[config.mk]
export PLATFORM = sky130hd
export DESIGN_NAME = nibble_serial_adder
export DESIGN_NICKNAME = d
export VERILOG_FILES = /design/src/rtl/nibble_serial_adder.sv
export SDC_FILE = /design/constraint.sdc
export NUM_CORES = 1
export LEC_CHECK = 0
export CAP_MARGIN = 20
export CORE_ASPECT_RATIO = 0.75
export CORE_MARGIN = 1
export CORE_UTILIZATION = 34
export CTS_BUF_LIST = sky130_fd_sc_hd__clkbuf_16
export CTS_CLUSTER_DIAMETER = 150
export CTS_CLUSTER_SIZE = 30
export DETAILED_ROUTE_END_ITERATION = 7
export PLACE_DENSITY = 0.67
export SLEW_MARGIN = 20
export SYNTH_ARGS = -nofsm -noshare
export SYNTH_HDL_FRONTEND = slang
export SYNTH_SLANG_ARGS = --single-unit
[constraint.sdc]
create_clock -name Clk -period 4.4 [get_ports Clk]
set_input_delay 1.32 -clock Clk [delete_from_list [all_inputs] [get_ports Clk]]
set_output_delay 1.32 -clock Clk [all_outputs]
set_load 0.005 [all_outputs]
[src/rtl/nibble_serial_adder.sv]
// Multi-cycle adder: one 4-bit carry-select slice reused for every nibble,
// least significant nibble first, with the carry held in a flop.
module select_adder_4 (
  input  logic [3:0] a,
  input  logic [3:0] b,
  input  logic       cin,
  output logic [3:0] s,
  output logic       cout
);
  logic [2:0] lo;
  logic [2:0] hi0;
  logic [2:0] hi1;

  // Upper pair is precomputed for both carries and picked by the lower carry.
  assign lo  = {1'b0, a[1:0]} + {1'b0, b[1:0]} + {2'b00, cin};
  assign hi0 = {1'b0, a[3:2]} + {1'b0, b[3:2]};
  assign hi1 = {1'b0, a[3:2]} + {1'b0, b[3:2]} + 3'd1;

  assign s    = {(lo[2] ? hi1[1:0] : hi0[1:0]), lo[1:0]};
  assign cout = lo[2] ? hi1[2] : hi0[2];
endmodule

module nibble_serial_adder #(
  parameter int WIDTH = 16
) (
  input  logic             Clk,
  input  logic             Reset,
  input  logic             start,
  input  logic [WIDTH-1:0] A,
  input  logic [WIDTH-1:0] B,
  input  logic             cin,
  output logic [WIDTH-1:0] S,
  output logic             cout,
  output logic             busy,
  output logic             done
);
  localparam int NIBBLES = WIDTH / 4;
  localparam int IW = (NIBBLES > 1) ? $clog2(NIBBLES) : 1;
  localparam logic [IW-1:0] LAST = IW'(NIBBLES - 1);

  typedef enum logic [1:0] {
    IDLE = 2'd0,
    ADD  = 2'd1,
    DONE = 2'd2
  } state_t;

  state_t          state;
  logic [IW-1:0]   idx;
  logic            carry;
  logic [WIDTH-1:0] opa;
  logic [WIDTH-1:0] opb;
  logic [3:0]      na;
  logic [3:0]      nb;
  logic [3:0]      nsum;
  logic            ncout;

  assign na = opa[4*idx +: 4];
  assign nb = opb[4*idx +: 4];

  select_adder_4 u_slice (
    .a    (na),
    .b    (nb),
    .cin  (carry),
    .s    (nsum),
    .cout (ncout)
  );

  always_ff @(posedge Clk or posedge Reset) begin
    if (Reset) begin
      state <= IDLE;
      idx   <= '0;
      carry <= 1'b0;
      opa   <= '0;
      opb   <= '0;
      S     <= '0;
      cout  <= 1'b0;
      busy  <= 1'b0;
      done  <= 1'b0;
    end else begin
      unique case (state)
        IDLE, DONE: begin
          done <= 1'b0;
          if (start) begin
            opa   <= A;
            opb   <= B;
            carry <= cin;
            idx   <= '0;
            S     <= '0;
            cout  <= 1'b0;
            busy  <= 1'b1;
            state <= ADD;
          end else begin
            state <= IDLE;
          end
        end
        ADD: begin
          S[4*idx +: 4] <= nsum;
          carry         <= ncout;
          if (idx == LAST) begin
            // idx parks at 0 so it never runs past the last nibble.
            idx   <= '0;
            cout  <= ncout;
            busy  <= 1'b0;
            done  <= 1'b1;
            state <= DONE;
          end else begin
            idx <= idx + 1'b1;
          end
        end
        default: begin
          state <= IDLE;
          busy  <= 1'b0;
          done  <= 1'b0;
        end
      endcase
    end
  end
endmodule

==> results.txt <==
----------------------------------------------------
[Worst setup path]
  Worst r2r dst ... S[11]$_DFFE_PP0P_
  RR Startpoint ... idx[0]$_DFFE_PP0P_
  CP endpoint kind ... register
  Library cell contributing the largest single delay on the critical path ... sky130_fd_sc_hd__mux4_2
  Delay contributed by the slowest stage of the critical path ... 540 ps
  Reg2reg path depth ... 7
  Crit path cell chain ... buf_4 -> mux4_2 -> ha_1 -> fa_1 -> ha_1 -> mux2i_1 -> o2bb2ai_1
  Kind of critical path ... reg -> reg
  Start point of the critical path ... idx[0]$_DFFE_PP0P_
  Register-to-register setup slack ... around 1500 ps
  Data required, critical path ... between 4000 and 5000 ps
  Signal arrival time at the worst endpoint ... approximately 3000 ps
  Category of the worst setup path launch point ... register
  Critical path's most frequent cell ... sky130_fd_sc_hd__ha_1
  Highest fanout seen on the critical path ... 14

[Floorplan]
  Standard cell core area ... 7030 sq um
  Initial Utilization ... 36.3%
  IO Count ... 55
  Overall die width ... 102 um
  # rows ... 26
  Die ar. ... between 7000 and 8000 sq um
  Height of the die ... between 70 and 80 um

[Timing]
  Transition time at the pin with the least slew margin ... 661 ps
  Final Slew Violations ... 0
  Maximum clock rate ... 345 MHz
  Worst clock skew ... approximately 3.9 ps
  Number of failing hold endpoints at the final stage ... 0
  Setup repair after global routing missed its margin ... no
  Final clock period utilization by the worst path ... 65.9%
  TNS Setup ... 0 ps
  Worst max-slew margin expressed relative to the limit ... 55.9%
  Min Clock Period, post-route ... about 2900 ps
  Final setup viols ... 0

[Synth]
  Portion of synthesized cell area occupied by the leading cell type ... 53.9%
  Unique masters post-synth ... 29
  Post-Syn Area ... ~2600 sq um
  Cell type contributing the most total cell area after synthesis ... sky130_fd_sc_hd__dfrtp_1
  Post-synthesis net count ... approximately 280
  Register area share after synthesis ... 53.9%
  Cell count after synthesis ... 236
  Cell types with the largest area share after synthesis ... sky130_fd_sc_hd__dfrtp_1 (54%), sky130_fd_sc_hd__nand2_1 (15%), sky130_fd_sc_hd__mux4_2 (5.3%)
  Register bit count reported by yosys ... 55
  Synth warn ... 0
  Syn Area/Cell ... between 10 and 15 sq um

[Drt]
  DRT Wirelength ... 5310 um
  Number of design-rule violations left by the first detailed-router iteration ... between 70 and 80
  Initial DRT Pass Iterations ... 4
  Routed length per placed instance ... 13.7 um
  DRC Markers ... 0
  Number of antenna-violating nets in the routed design ... 0
  Vias per Instance ... 4.64
  Number of vias in the routed layout ... 1802

[Cells and area]
  Area of all placed cells without fillers ... 3340 sq um
  Final core utilization ... 47.5%
  Most common cell after layout, fill and taps aside ... sky130_fd_sc_hd__nand2_1
  Diode insertion count for antenna repair ... 0
  Leading cell types in the layout, fill and taps excluded ... sky130_fd_sc_hd__nand2_1 (100), sky130_fd_sc_hd__dfrtp_1 (55), sky130_fd_sc_hd__clkdlybuf4s50_1 (54)
  Area added between synthesis and finish ... 30.7%
  Number of nets in the finished design ... 334
  Share of post-route cells with drive strength above 1 ... 9.31%

[Clock tree]
  Inserted Clock Buffers ... 5
  Number of buffers added for setup after CTS ... 0
  CTS tree ... built
  Cell at the root of the clock tree ... sky130_fd_sc_hd__clkbuf_16
  Quantity of gates resized following cts ... 0
  Clock latency of the later-clocked register in the worst-skew pair ... about 290 ps
  Number of buffers on the longest clock path ... 2
  Max H-tree Level ... 2
  Total clock sinks ... 55
  CTS Hold Buffers Added ... 0
  Clock slew seen by the registers of the worst setup and hold paths ... 70 ps

[Min path]
  Hold Crit Class ... reg -> reg
  Worst-case hold path end point ... opb[5]$_DFFE_PP0P_
  Worst hold stages ... 2
  Worst hold path startpoint ... opb[5]$_DFFE_PP0P_

[Placed design]
  Last weighted congestion value of the routability-driven placer ... between 0.7 and 0.8
  Placed cell areas ... 3170 sq um
  Buffers added on ports ... 54
  Post-DP HPWL ... between 3000 and 4000 um

[Run status]
  Result of the run ... complete, no violations

[Run]
  Total of max-cap violations ... 0

[Pwr]
  Overall power of the completed layout ... approximately 2.6 mW
  Pwr/cell area ... 768 nW/um^2
  Leakage power ... 1.57 nW
  Maximum VDD drop ... 0.344 mV

[Global routing]
  Number of global-route vias before repair ... 1774
  First-pass GRT wire length ... 8590 um
  Number of antenna violations at the first check in global routing ... 0
  GRT overflow ... 0
  Tot GR Track Use ... 14.6%
  Maximum number of pins on one net before global-route repair ... 56

----------------------------------------------------
==> metal layers <==
layer,global-route usage (%),share of wire (%),vias to the layer above
met5,0,0,-
met4,5.00,1.2,0
met3,3.10,4.7,7
met2,23.6,46,51
met1,19.3,48,861
li1,-,-,883
==> kinds of logic (layout without fill, tap and decap cells) <==
logic type | Yosys count | count (layout) | synth area share, %
AOI/OAI and AO/OA | 25 | 25 | 8.28
xor gates and xnor gates | 2 | 2 | 0.686
adders and majority gates | 9 | 9 | 5.29
and+or+nand+nor | 116 | 116 | 20.0
buffers and inverters | 20 | 74 | 4.07
DFF | 55 | 55 | 53.9
muxes | 9 | 9 | 7.75
==> final cells by class <==
class / count / area (sq um)
flip-flops and latches: 55 / 1380
multi-input cells: 161 / 1070
inverters: 9 / 36.3
clock buffers: 5 / 125
repair buffers: 57 / 563
well taps: 98 / 123
fillers: 676 / 3690
clock inverters: 3 / 38.8
==> worst max-delay path by stage <==
stage	endpoint	slack (ps)	cells past startpoint
6_report	S[11]$_DFFE_PP0P_	1500	7
5_1_grt	S[11]$_DFFE_PP0P_	1320	7
4_1_cts	S[11]$_DFFE_PP0P_	1440	7
3_5_place_dp	carry$_DFFE_PP0P_	1350	5
3_3_place_gp	carry$_DFFE_PP0P_	1350	5
2_1_floorplan	S[0]$_DFFE_PP0P_	1740	1
==> stage by stage <==
stage / hold WS [ps] / worst slack (ps) / cells
2_1_floorplan: 437 / 1740 / 236
3_3_place_gp: 452 / 1350 / 380
3_5_place_dp: 460 / 1350 / 380
4_1_cts: 477 / 1440 / 388
5_1_grt: 489 / 1320 / 388
6_report: 471 / 1500 / 388
==> flip-flops by register name (all words and copies together) (netlist names) <==
name   cells
opb       16
S         16
done       1
busy       1
cout       1
carry      1
state      1
opa       16
idx        2
==> Yosys cell counts, drive strengths merged <==
master and n:
a21oi 4, nand3b 2, inv 9, buf 11, nor2b 4, mux4 8, xor2 1, fa 3
a2bb2o 2, dfrtp 55, nand4 2, o21ai 2, nor3 1, a211oi 1, a22o 2, nand2b 1
o2bb2ai 14, mux2i 1, xnor2 1, ha 6, nand3 2, nor3b 1, nand2 100, nor2 3
==> where the power goes <==
part | leakage [nW] | internal (mW) | total, mW | switching (mW)
sequential | 0.703 | 0.724 | 0.861 | 0.137
combinational | 0.782 | 0.574 | 1.27 | 0.694
clock | 0.0812 | 0.265 | 0.435 | 0.170
==> critical path: cells and delay by family (launching register included) <==
kind / cells / cell delay (ps)
fa+ha+maj: 3 / 990
mux: 2 / 980
flops: 1 / 360
buf+inv: 1 / 280
compound gates: 1 / 140
Power figures use the tool's default switching activity.
